$ cat src/rtl/vx_ram_port_ctrl.sv
// Request/response front-end for a single-port RAM with 1-cycle read latency.
// Reads are credit-limited to RSP_DEPTH in flight so the response FIFO never overflows.
module vx_ram_port_ctrl #(
  parameter int DATAW     = 32,
  parameter int SIZE      = 256,
  parameter int BYTEENW   = 4,
  parameter int ADDRW     = $clog2(SIZE),
  parameter int TAGW      = 4,
  parameter int RSP_DEPTH = 2
) (
  input  logic               clk,
  input  logic               reset_n,
  input  logic               req_valid,
  input  logic               req_rw,
  input  logic [ADDRW-1:0]   req_addr,
  input  logic [BYTEENW-1:0] req_byteen,
  input  logic [DATAW-1:0]   req_data,
  input  logic [TAGW-1:0]    req_tag,
  output logic               req_ready,
  output logic               rsp_valid,
  output logic [DATAW-1:0]   rsp_data,
  output logic [TAGW-1:0]    rsp_tag,
  input  logic               rsp_ready,
  output logic               ram_en,
  output logic [ADDRW-1:0]   ram_addr,
  output logic [BYTEENW-1:0] ram_wren,
  output logic [DATAW-1:0]   ram_wdata,
  input  logic [DATAW-1:0]   ram_rdata
);

  localparam int CNTW = $clog2(RSP_DEPTH + 1);
  localparam int PTRW = $clog2(RSP_DEPTH);

  if (RSP_DEPTH < 2 || SIZE < 2 || SIZE > (1 << ADDRW) ||
      !(BYTEENW == 1 || (BYTEENW % 4 == 0 && DATAW == 8 * BYTEENW))) begin : g_bad_params
    $error("vx_ram_port_ctrl: illegal parameter combination");
  end

  logic [CNTW-1:0]  outstanding_q, outstanding_d;
  logic             pending_q;
  logic [TAGW-1:0]  ptag_q;
  logic [PTRW-1:0]  wptr_q, wptr_d, rptr_q, rptr_d;
  logic [CNTW-1:0]  count_q, count_d;
  logic [DATAW-1:0] fifo_data_q [RSP_DEPTH];
  logic [TAGW-1:0]  fifo_tag_q  [RSP_DEPTH];

  logic fire, read_fire, push, pop;

  assign req_ready = (outstanding_q < CNTW'(RSP_DEPTH));
  // Gating with reset_n keeps the RAM port idle while reset is held.
  assign fire      = reset_n & req_valid & req_ready;
  assign read_fire = fire & ~req_rw;

  assign ram_en    = fire;
  assign ram_addr  = req_addr;
  assign ram_wren  = (fire && req_rw) ? req_byteen : '0;
  assign ram_wdata = req_data;

  assign push      = pending_q;
  assign rsp_valid = (count_q != '0);
  assign pop       = rsp_valid & rsp_ready;
  assign rsp_data  = fifo_data_q[rptr_q];
  assign rsp_tag   = fifo_tag_q[rptr_q];

  always_comb begin
    outstanding_d = outstanding_q;
    count_d       = count_q;
    wptr_d        = wptr_q;
    rptr_d        = rptr_q;
    case ({read_fire, pop})
      2'b10:   outstanding_d = outstanding_q + 1'b1;
      2'b01:   outstanding_d = outstanding_q - 1'b1;
      default: outstanding_d = outstanding_q;
    endcase
    case ({push, pop})
      2'b10:   count_d = count_q + 1'b1;
      2'b01:   count_d = count_q - 1'b1;
      default: count_d = count_q;
    endcase
    if (push) wptr_d = (wptr_q == PTRW'(RSP_DEPTH - 1)) ? '0 : wptr_q + 1'b1;
    if (pop)  rptr_d = (rptr_q == PTRW'(RSP_DEPTH - 1)) ? '0 : rptr_q + 1'b1;
  end

  always_ff @(posedge clk or negedge reset_n) begin
    if (!reset_n) begin
      outstanding_q <= '0;
      pending_q     <= 1'b0;
      ptag_q        <= '0;
      wptr_q        <= '0;
      rptr_q        <= '0;
      count_q       <= '0;
    end else begin
      outstanding_q <= outstanding_d;
      pending_q     <= read_fire;
      if (read_fire) ptag_q <= req_tag;
      wptr_q        <= wptr_d;
      rptr_q        <= rptr_d;
      count_q       <= count_d;
    end
  end

  // Storage needs no reset: occupancy is tracked by count_q alone.
  always_ff @(posedge clk) begin
    if (push) begin
      fifo_data_q[wptr_q] <= ram_rdata;
      fifo_tag_q[wptr_q]  <= ptag_q;
    end
  end

endmodule
$ cat config.mk
export PLATFORM = sky130hd
export DESIGN_NAME = vx_ram_port_ctrl
export DESIGN_NICKNAME = d
export VERILOG_FILES = /design/src/rtl/vx_ram_port_ctrl.sv
export SDC_FILE = /design/constraint.sdc
export NUM_CORES = 1
export LEC_CHECK = 0
export ABC_AREA = 0
export BUFFER_PORTS_ARGS = -buffer_cell sky130_fd_sc_hd__buf_4
export CAP_MARGIN = 20
export CELL_PAD_IN_SITES_DETAIL_PLACEMENT = 1
export CELL_PAD_IN_SITES_GLOBAL_PLACEMENT = 1
export CORE_MARGIN = 1.5
export CORE_UTILIZATION = 39
export DETAILED_ROUTE_END_ITERATION = 10
export PLACE_DENSITY = 0.82
export SLEW_MARGIN = 20
export SYNTH_ARGS = -nofsm -noshare
export SYNTH_HDL_FRONTEND = slang
export SYNTH_SLANG_ARGS = --single-unit
$ cat constraint.sdc
create_clock -name clk -period 4.93 [get_ports clk]
set_input_delay 0.986 -clock clk [delete_from_list [all_inputs] [get_ports clk]]
set_output_delay 0.986 -clock clk [all_outputs]
set_load 0.01 [all_outputs]
==> implementation parameters, run 1 <==
Parameter                              Value

Run status
  Outcome ... completed

Critical path
  Crit Path Class ... flip-flop to output pin
  Cell breakdown of the critical path ... mux2_2 > buf_4
  Worst Reg-to-Reg Cells ... 6
  Critical Path Start Type ... flip-flop
  FF-to-FF Start ... outstanding_q[1]
  Critical Path Start ... rptr_q
  Data required time at the worst endpoint ... 3940 ps
  Sort of element at the end of the critical path ... output pin
  Slack of the worst reg-to-reg path ... 3230 ps
  Critical path's slowest cell ... dfrtp_2
  End point of the critical path ... rsp_data[1]
  Arrival time at the worst endpoint ... 1870 ps
  Terminus of the critical flop-to-flop path ... outstanding_q[1]
  Critical path peak fanout ... 37
  CP peak stage delay ... 920 ps

Drt
  Overall routed net length ... 5.77 mm
  Drt first-iter violations ... 33
  Post-route DRC violation count ... 0
  Number of vias after detailed routing ... 1,668
  Average wire per cell in the routed design ... 15.9 um
  First-pass detailed-route iteration total ... 4
  Antenna-violating nets left ... 0
  Via-to-Cell Ratio ... 4.61

Timing
  Final period demand of the worst path ... 2850 ps
  Total negative slack ... 0 ps
  Worst Setup Slack, final ... 2080 ps
  Period utilization ... 57.8%
  Worst clock skew on the final layout ... 5.98 ps
  Slew @ Worst Pin ... 912 ps
  Max Slew Vio Count ... 0
  Worst-case headroom to the max-slew limit ... 39.2%
  Final setup violation count ... 0
  RSZ-0062 raised after global routing ... no
  Total count of hold-check failures in the final report ... 0
  Highest achievable clock rate ... 0.351 GHz

Clocking
  Post-cts hold buffer count ... 0
  Post-CTS setup buffer count ... 0
  Gates resized, CTS repair ... 0
  TritonCTS clock tree ... done
  Clock root buffer ... clkbuf_8
  Clock Tree Buf Depth ... 2
  Total CTS buffers ... 9
  CTS clk-pin slew, worst paths ... 80 ps
  Count of H-tree levels built during CTS ... 3
  Clock latency at the later pin of the worst-skew pair ... 340 ps
  Clock net sink count ... 83

Yosys
  Number of library cell types mapped by synthesis ... 17
  Sequential cell area fraction in the yosys report ... 71.0%
  Synth Register Bits ... 83
  Cells after synthesis ... 195
  Cell area after synthesis ... 3430 um^2
  Syn nets ... 282
  Yosys warns ... 0
  Syn avg cell area ... 17.6 um^2

Power and ir drop
  Pint ... 1460 uW
  Combinational power share ... 25.1%
  VDD IR max ... 0.205 mV
  Net Switching ... 532 uW
  Share of total power consumed by net switching ... 26.7%
  Cell leakage power ... 0.00158 uW
  Total power per unit cell area ... 480 nW/um^2
  Proportion of power drawn by the clock network ... 27.0%
  Sequential group share of total power ... 47.9%

Run
  MaxCap Viol Count ... 0

Layout
  Net count, final ... 336
  Final standard cell utilization of the core ... 47.9%
  Filler cells ... 858
  Ant diodes ... 0
  Share of post-route cells with drive strength above 1 ... 58.3%
  Area added between synthesis and finish ... 20.7%

Floorplanning
  Die area ... 9370 um^2
  Die Height ... 96.8 um
  Die span in x ... 96.8 um
  Effective utilization at floorplan ... 39.7%
  Number of rows created at floorplan ... 34
  CORE AREA ... 8640 um^2
  # IOs ... 168

GRT
  Aggregate global routing overflow ... 0
  Initial antenna violation count ... 0
  Global-route total usage across every layer ... 12.9%
  Pin count of the biggest net entering global routing ... 38
  First-pass GRT wire length ... 9.42 mm
  Number of global-route vias before repair ... 1,863

Placement
  RePlAce Congestion ... 0.670
  Detailed placement HPWL ... 3.88 mm
  IO buf count ... 87
  Setup slack at placement ... 2090 ps

Min path
  Worst hold path class ... primary input to async pin
[worst min path at each step]
stage	to	startpoint	slack, ps
global route	outstanding_q[1]	reset_n	450
floorplan	count_q[1]	count_q[1]	430
detailed placement	count_q[1]	count_q[1]	470
global placement	count_q[1]	count_q[1]	450
CTS	outstanding_q[1]	reset_n	450
finish	count_q[1]	reset_n	470
[cells by family after synthesis]
kind of cell	after synthesis	synth area share [%]
xor+xnor	8	2.04
flops	83	71.0
simple gates	14	2.41
mux	40	13.6
fa+ha+maj	2	0.729
buf+inv	48	10.2
[cell type report]
cell class / count / area (um^2) / area share [%]
inverters: 3 / 11.3 / 0.272
clock buffers: 9 / 124 / 2.99
repair buffers: 88 / 681 / 16.4
clock inverters: 7 / 98.8 / 2.39
multi-input cells: 64 / 652 / 15.7
well taps: 108 / 135 / 3.26
flip-flops and latches: 83 / 2440 / 58.9
[power by group through the flow]
stage | combinational [uW] | clock [uW] | sequential (uW)
after global routing | 541 | 578 | 972
after detailed placement | 503 | 0 | 975
after global placement | 493 | 0 | 968
final | 500 | 537 | 953
after CTS | 507 | 554 | 958
after floorplan | 390 | 0 | 894
[layer usage]
layer / share of wire [%] / vias to the layer above / track usage, % / wire [um]
met4: 1.8 / 0 / 5.24 / 104
met3: 6.6 / 13 / 4.41 / 381
li1: - / 770 / - / -
met2: 52 / 71 / 21.8 / 3010
met1: 39 / 814 / 14.9 / 2280
met5: 0 / - / 0 / 0
[stage by stage]
| step | area [um^2] | total power [uW] | hold slack [ps] | cells |
|---|---|---|---|---|
| 6_report | 4140 | 1990 | 469 | 362 |
| 3_3_place_gp | 3890 | 1460 | 448 | 345 |
| 5_1_grt | 4140 | 2090 | 447 | 362 |
| 3_5_place_dp | 3890 | 1480 | 474 | 345 |
| 4_1_cts | 4110 | 2020 | 451 | 361 |
| 2_1_floorplan | 3430 | 1280 | 434 | 195 |
[worst max-delay path, delay by kind of cell (launching register included)]
kind	cells	cell delay, ps
flops	1	920
mux	1	420
buf+inv	1	150
[flip-flops by register name, indices dropped and copies added (netlist names)]
register / flops
fifo_data_q: 64
pending_q: 1
wptr_q: 1
rptr_q: 1
outstanding_q: 2
ptag_q: 4
fifo_tag_q: 8
count_q: 2
[cells in the final DEF (no fill, tap or decap)]
master and n:
xnor2_1 5, inv_1 3, ha_1 2, xor2_1 3
dfrtp_2 1, buf_4 87, edfxtp_1 72, clkbuf_8 9
nor2_4 1, clkinv_2 1, nor2b_1 1, nor2_1 2
and3_1 1, buf_16 1, and2_2 1, inv_6 3
mux2_2 36, and3b_1 1, dfrtp_1 10, and2_1 6
or2_2 1, clkinvlp_4 1, mux2_4 4, bufinv_16 2
[Yosys cell counts]
library cell / number / area, um^2
or2_2: 1 / 6.26
buf_2: 1 / 5.00
mux2_4: 4 / 60.1
nor2_1: 3 / 11.3
and2_1: 7 / 43.8
nor2b_1: 1 / 6.26
mux2_2: 36 / 405
buf_6: 1 / 11.3
ha_1: 2 / 25.0
xor2_1: 3 / 26.3
dfrtp_1: 11 / 275
and3_1: 1 / 6.26
buf_4: 43 / 323
and3b_1: 1 / 8.76
inv_1: 3 / 11.3
edfxtp_1: 72 / 2160
xnor2_1: 5 / 43.8
No activity file was read; power rests on OpenSTA's default activity.
==> inputs of run 2 (changes only) <==
- ABC_AREA: 0 -> 1
- CORE_UTILIZATION: 39 -> 34
- PLACE_DENSITY: 0.82 -> 0.76
- clock period: 4.93 -> 2.8 ns (I/O delays scaled with it)
==> implementation parameters, run 2 <==
Parameter                              Value

Floorplanning
  Die area ... 10,900 um^2 (was 9370 um^2)
  Die span in x ... 104 um (was 96.8 um)
  CORE AREA ... 9860 um^2 (was 8640 um^2)
  Die Height ... 104 um (was 96.8 um)
  Effective utilization at floorplan ... 35.4% (was 39.7%)
  Number of rows created at floorplan ... 36 (was 34)
  # IOs ... 168 (unchanged)

Yosys
  Primary FF master, synth ... edfxtp_1 (unchanged)
  Cells after synthesis ... 300 (was 195)
  Count leader, synth ... nand2_1 (was edfxtp_1)
  Area share of the largest cell type after synthesis ... 61.8% (was 63.0%)
  Syn nets ... 387 (was 282)
  Cell area after synthesis ... 3500 um^2 (was 3430 um^2)
  Yosys warns ... 0 (unchanged)
  Syn avg cell area ... 11.7 um^2 (was 17.6 um^2)
  Sequential cell area fraction in the yosys report ... 69.7% (was 71.0%)
  Number of library cell types mapped by synthesis ... 17 (unchanged)
  Share of flip-flops with an asynchronous set or reset ... 13.3% (unchanged)
  Synth area leaders ... edfxtp_1 (62%), nand2_1 (14%), buf_4 (8.8%) (was edfxtp_1 (63%), mux2_2 (12%), buf_4 (9.4%))
  Cell taking the most area after synthesis ... edfxtp_1 (unchanged)
  Synth Register Bits ... 83 (unchanged)
  Number of enable-type register cells in the synthesized netlist ... 72 (unchanged)
  Commonest cells in the netlist ... nand2_1 (130), edfxtp_1 (72), buf_4 (41), inv_1 (17), dfrtp_1 (11) (was edfxtp_1 (72), buf_4 (43), mux2_2 (36), dfrtp_1 (11), and2_1 (7))

GRT
  First-pass GRT wire length ... 11.4 mm (was 9.42 mm)
  Initial antenna violation count ... 0 (unchanged)
  Global-route total usage across every layer ... 13.3% (was 12.9%)
  Pin count of the biggest net entering global routing ... 38 (unchanged)
  Number of global-route vias before repair ... 2,370 (was 1,863)
  Aggregate global routing overflow ... 0 (unchanged)

Critical path
  Sort of element at the end of the critical path ... output pin (unchanged)
  Cell breakdown of the critical path ... inv_2 > nand2_1 > nand2_1 > buf_4 (was mux2_2 > buf_4)
  Most prevalent standard cell on the critical path ... nand2_1
  Crit path max-delay family ... buffers and inverters (was flip-flops)
  Crit Path Class ... flip-flop to output pin (unchanged)
  Critical Path Start ... rptr_q (unchanged)
  FF-to-FF Start ... count_q[0] (was outstanding_q[1])
  Arrival time at the worst endpoint ... 1610 ps (was 1870 ps)
  Critical path peak fanout ... 37 (unchanged)
  CP Depth ... 4 (was 2)
  Critical Path Start Type ... flip-flop (unchanged)
  Critical path's slowest cell ... inv_2 (was dfrtp_2)
  Worst Reg-to-Reg Cells ... 9 (was 6)
  Data required time at the worst endpoint ... 2240 ps (was 3940 ps)
  CP peak stage delay ... 510 ps (was 920 ps)
  Buf+Inv Stages, Crit Path ... 2 (was 1)

Clocking
  Post-cts hold buffer count ... 0 (unchanged)
  Post-CTS setup buffer count ... 0 (unchanged)
  Clock Tree Buf Depth ... 2 (unchanged)
  Clock latency at the later pin of the worst-skew pair ... 340 ps (about the same)
  Gates resized, CTS repair ... 0 (unchanged)
  Total CTS buffers ... 9 (unchanged)
  CTS clk-pin slew, worst paths ... 90 ps (was 80 ps)
  TritonCTS clock tree ... done (unchanged)
  Clock net sink count ... 83 (unchanged)
  Clock root buffer ... clkbuf_8 (unchanged)
  Count of H-tree levels built during CTS ... 3 (unchanged)

Timing
  RSZ-0062 raised after global routing ... no (unchanged)
  Highest achievable clock rate ... 0.461 GHz
  Worst-case headroom to the max-slew limit ... 54.1% (was 39.2%)
  Period utilization ... 77.4%
  Worst Setup Slack, final ... 632 ps (was 2080 ps)
  Max Slew Vio Count ... 0 (unchanged)
  Total count of hold-check failures in the final report ... 0 (unchanged)
  Worst hold slack across all endpoints ... 36.1 ps (was 469 ps)
  Slew @ Worst Pin ... 688 ps (was 912 ps)
  Total negative slack ... 0 ps (unchanged)
  Final setup violation count ... 0 (unchanged)
  Final period demand of the worst path ... 2170 ps
  Worst clock skew on the final layout ... 13.4 ps (was 5.98 ps)

Layout
  Layout Cells excl Fill ... 493 (was 362)
  Top register by number of flip-flops ... fifo_data_q (unchanged)
  Largest register FFs ... 64 (unchanged)
  Most common library cell in the layout ignoring fill and taps ... nand2_1 (was buf_4)
  Top library cells by usage in the layout, fill and taps aside ... nand2_1 (130), buf_4 (91), edfxtp_1 (72), inv_1 (17), dfrtp_1 (11) (was buf_4 (87), edfxtp_1 (72), mux2_2 (36), dfrtp_1 (10), clkbuf_8 (9))
  Net count, final ... 442 (was 336)
  Largest registers ... fifo_data_q (64), fifo_tag_q (8), ptag_q (4) (unchanged)
  Area added between synthesis and finish ... 20.3% (was 20.7%)
  Ant diodes ... 0 (unchanged)
  Share of post-route cells with drive strength above 1 ... 30.6% (was 58.3%)
  Filler cells ... 1,078 (was 858)

Run
  MaxCap Viol Count ... 0 (unchanged)

Drt
  Drt first-iter violations ... 79 (was 33)
  Post-route DRC violation count ... 0 (unchanged)
  Via-to-Cell Ratio ... 4.42 (was 4.61)
  Antenna-violating nets left ... 0 (unchanged)
  Overall routed net length ... 7.05 mm (was 5.77 mm)
  First-pass detailed-route iteration total ... 5 (was 4)
  Average wire per cell in the routed design ... 14.3 um (was 15.9 um)
  Number of vias after detailed routing ... 2,180 (was 1,668)

Placement
  RePlAce Congestion ... 0.679 (was 0.670)
  Detailed placement HPWL ... 4.88 mm (was 3.88 mm)
  Setup slack at placement ... 826 ps (was 2090 ps)
  Cells after DPL ... 477 (was 345)
  IO buf count ... 87 (unchanged)

Power and ir drop
  Total power per unit cell area ... 875 nW/um^2 (was 480 nW/um^2)
  Cell leakage power ... 0.00188 uW (was 0.00158 uW)
  VDD IR max ... 0.373 mV (was 0.205 mV)

Run status
  Outcome ... completed (unchanged)

Min path
  Worst hold path class ... primary input to async pin (unchanged)
run 2: cell types whose count changed in the layout (fill, tap and decap cells not counted), sizes merged, moves of 3 or more:
cell,previous run,this run
inv,6,18
nand2,0,132
mux2,40,0
xnor2,5,2
nor2,3,6
nand3,0,7
and2,7,0
buf,88,91
run 2: path summary, 6_finish.rpt:
path	endpoint	slack, ps
worst max-delay path	rsp_data[22]	630
worst min-delay path	outstanding_q[1]	40
worst max register to register	count_q[1]	1350
worst min register to register	fifo_tag_q[0][2]	490
max in group asynchronous	ptag_q[2]	2610
min in group clk	fifo_data_q[1][3]	400
run 2: power by group:
part	internal (uW)	leakage [uW]	total, uW	switching (uW)
clock	501	0.000103	911	410
combinational	497	0.000986	1180	688
sequential	1500	0.000787	1590	82.3
total	2500	0.00188	3680	1180
run 2: metrics by stage:
stage / total power, uW / utilization [%] / cell area (um^2)
finish: 3680 / 42.6 / 4210
global route: 3930 / 42.6 / 4210
CTS: 3750 / 42.6 / 4210
detailed placement: 2830 / 40.5 / 4000
global placement: 2780 / 40.5 / 4000
floorplan: 2320 / - / 3500
run 2: kinds of logic after synthesis:
| logic type | count (synthesis) | synth area share [%] |
|---|---|---|
| simple gates | 147 | 16.7 |
| xor+xnor | 3 | 0.752 |
| fa+ha+maj | 2 | 0.716 |
| buf+inv | 65 | 12.1 |
| flops | 83 | 69.7 |
run 2: per-layer routing:
layer	part of all wire (%)	track usage [%]	vias to the layer above	routed length, um
met5	0	0	-	0
met1	39	14.7	1042	2750
met2	53	23.4	91	3710
met3	7.0	5.14	12	493
li1	-	-	1035	-
met4	1.3	4.37	0	89
run 2: area by class of cell:
class / instances / area (um^2) / share of cell area (%)
Timing Repair Buffer: 91 / 683 / 16.2
Tap cell: 133 / 166 / 3.96
Clock buffer: 11 / 131 / 3.12
Multi-Input combinational cell: 152 / 642 / 15.3
Clock inverter: 5 / 77.6 / 1.84
Inverter: 18 / 67.6 / 1.61
Sequential cell: 83 / 2440 / 58.0
==> inputs of run 3 (changes only) <==
- ABC_AREA: 1 -> 0
- CORE_UTILIZATION: 34 -> 36
- clock period: 2.8 -> 2 ns (I/O delays scaled with it)
==> implementation parameters, run 3 (synthesis gave the netlist of run 1 again) <==
Parameter                              Value

Timing
  Slew @ Worst Pin ... 503 ps (was 688 ps)
  Final setup violation count ... 0 (unchanged)
  RSZ-0062 raised after global routing ... no (unchanged)
  Highest achievable clock rate ... 0.523 GHz
  Total negative slack ... 0 ps (unchanged)
  Worst-case headroom to the max-slew limit ... 66.3% (was 54.1%)
  Final period demand of the worst path ... 1910 ps
  Period utilization ... 95.6%
  Worst clock skew on the final layout ... 7.70 ps (was 13.4 ps)
  Max Slew Vio Count ... 0 (unchanged)
  Total count of hold-check failures in the final report ... 0 (unchanged)

Layout
  Total area of multi-input combinational cells ... 652 um^2 (was 642 um^2)
  Area added between synthesis and finish ... 22.8% (was 20.3%)
  Largest registers ... fifo_data_q (64), fifo_tag_q (8), ptag_q (4) (unchanged)
  Largest register FFs ... 64 (unchanged)
  Net count, final ... 342 (was 442)
  Most common library cell in the layout ignoring fill and taps ... buf_4 (was nand2_1)
  Share of post-route cells with drive strength above 1 ... 58.8% (was 30.6%)
  Top library cells by usage in the layout, fill and taps aside ... buf_4 (90), edfxtp_1 (72), mux2_2 (36), dfrtp_1 (10), clkbuf_8 (9) (was nand2_1 (130), buf_4 (91), edfxtp_1 (72), inv_1 (17), dfrtp_1 (11))
  Filler cells ... 938 (was 1,078)
  Area taken by flip-flops and latches ... 2440 um^2 (about the same)
  Finished Cell Area ... 4210 um^2 (about the same)
  Ant diodes ... 0 (unchanged)
  Top register by number of flip-flops ... fifo_data_q (unchanged)

Clocking
  Gates resized, CTS repair ... 0 (unchanged)
  Count of H-tree levels built during CTS ... 3 (unchanged)
  Post-CTS setup buffer count ... 0 (unchanged)
  CTS clk-pin slew, worst paths ... 90 ps (about the same)
  Clock root buffer ... clkbuf_8 (unchanged)
  TritonCTS clock tree ... done (unchanged)
  Clock Tree Buf Depth ... 2 (unchanged)
  Clock net sink count ... 83 (unchanged)
  Total CTS buffers ... 9 (unchanged)
  Clock latency at the later pin of the worst-skew pair ... 340 ps (about the same)

Critical path
  Arrival time at the worst endpoint ... 1510 ps (was 1610 ps)
  Critical Path Start Type ... flip-flop (unchanged)
  Sort of element at the end of the critical path ... output pin (unchanged)
  Critical path peak fanout ... 18 (was 37)
  Data required time at the worst endpoint ... 1600 ps (was 2240 ps)
  Crit Path Class ... flip-flop to output pin (unchanged)

Floorplanning
  Effective utilization at floorplan ... 37.1% (was 35.4%)
  Die span in x ... 101 um (was 104 um)
  Die Height ... 101 um (was 104 um)
  Die area ... 10,100 um^2 (was 10,900 um^2)
  Number of rows created at floorplan ... 35 (was 36)
  CORE AREA ... 9240 um^2 (was 9860 um^2)
  # IOs ... 168 (unchanged)

Drt
  Via-to-Cell Ratio ... 4.40 (was 4.42)
  Post-route DRC violation count ... 0 (unchanged)
  Overall routed net length ... 6.17 mm (was 7.05 mm)
  Average wire per cell in the routed design ... 15.9 um (was 14.3 um)
  Drt first-iter violations ... 25 (was 79)
  Antenna-violating nets left ... 0 (unchanged)
  First-pass detailed-route iteration total ... 3 (was 5)
  Number of vias after detailed routing ... 1,713 (was 2,180)

Placement
  RePlAce Congestion ... 0.701 (was 0.679)
  Post-place instance area ... 3980 um^2 (was 4000 um^2)
  IO buf count ... 87 (unchanged)
  Detailed placement HPWL ... 4.15 mm (was 4.88 mm)

Min path
  Worst hold path class ... primary input to flip-flop (was primary input to async pin)

Power and ir drop
  Cell leakage power ... 0.00161 uW (was 0.00188 uW)
  Total design power ... 4890 uW (was 3680 uW)
  Combinational power share ... 30.1% (was 32.2%)
  Net Switching ... 1330 uW (was 1180 uW)
  Proportion of power drawn by the clock network ... 24.4% (was 24.7%)
  Share of total power consumed by net switching ... 27.3% (was 32.1%)
  VDD IR max ... 0.505 mV (was 0.373 mV)
  Pint ... 3550 uW (was 2500 uW)
  Sequential group share of total power ... 45.5% (was 43.1%)
  Total power per unit cell area ... 1160 nW/um^2 (was 875 nW/um^2)

GRT
  Global-route total usage across every layer ... 12.3% (was 13.3%)
  Aggregate global routing overflow ... 0 (unchanged)
  Initial antenna violation count ... 0 (unchanged)
  Number of global-route vias before repair ... 1,892 (was 2,370)
  First-pass GRT wire length ... 9.27 mm (was 11.4 mm)
  Pin count of the biggest net entering global routing ... 37 (was 38)

Run status
  Outcome ... completed (unchanged)

Run
  MaxCap Viol Count ... 0 (unchanged)
[run 3: critical path: stages (launching register included)]
cell and delay, ps:
dfrtp_2 460, clkbuf_16 220, mux2_2 340, buf_4 140
[run 3: metal layers]
metal  up-vias  GRT usage (%)  part of all wire (%)
met3        11           3.68                   6.6
met5         -              0                     0
li1        778              -                     -
met1       851           13.1                    40
met4         0           6.07                   1.6
met2        73           22.2                    52
[run 3: layout make-up]
cell class,count,area share (%)
clock buffers,9,2.94
well taps,129,3.83
repair buffers,94,17.8
inverters,3,0.267
multi-input cells,64,15.5
flip-flops and latches,83,57.9
clock inverters,7,1.81
[run 3: final timing paths]
| check | startpoint | end | slack [ps] | cells after the start |
|---|---|---|---|---|
| max | rptr_q | rsp_data[17] | 90 | 3 |
| min | ram_rdata[23] | fifo_data_q[0][23] | 240 | 1 |
| max reg2reg | count_q[0] | count_q[1] | 390 | 5 |
| min reg2reg | count_q[1] | count_q[1] | 460 | 1 |
| max in group asynchronous | reset_n | rptr_q | 1080 | 2 |
| min in group asynchronous | reset_n | count_q[1] | 550 | 2 |
[run 3: timing repair]
item                                   4_1_cts  5_1_grt
hold buffers                                 1        0
setup endpoints to repair                    0        1
endpoints found under the hold margin       11        0
[run 3: metrics by stage]
stage	util, %	setup WS (ps)	std cells	hold slack, ps
floorplan	-	218	195	104
global placement	43.1	341	371	244
detailed placement	43.1	245	371	249
CTS	45.3	46.7	388	210
global route	45.6	1.80	389	212
finish	45.6	87.3	389	236
[run 3: power groups by stage]
| stage | Combinational (uW) | Clock [uW] | Sequential, uW |
|---|---|---|---|
| 2_1_floorplan | 962 | 0 | 2200 |
| 3_3_place_gp | 1430 | 0 | 2240 |
| 3_5_place_dp | 1460 | 0 | 2250 |
| 4_1_cts | 1470 | 1240 | 2210 |
| 5_1_grt | 1600 | 1300 | 2250 |
| 6_report | 1470 | 1190 | 2220 |
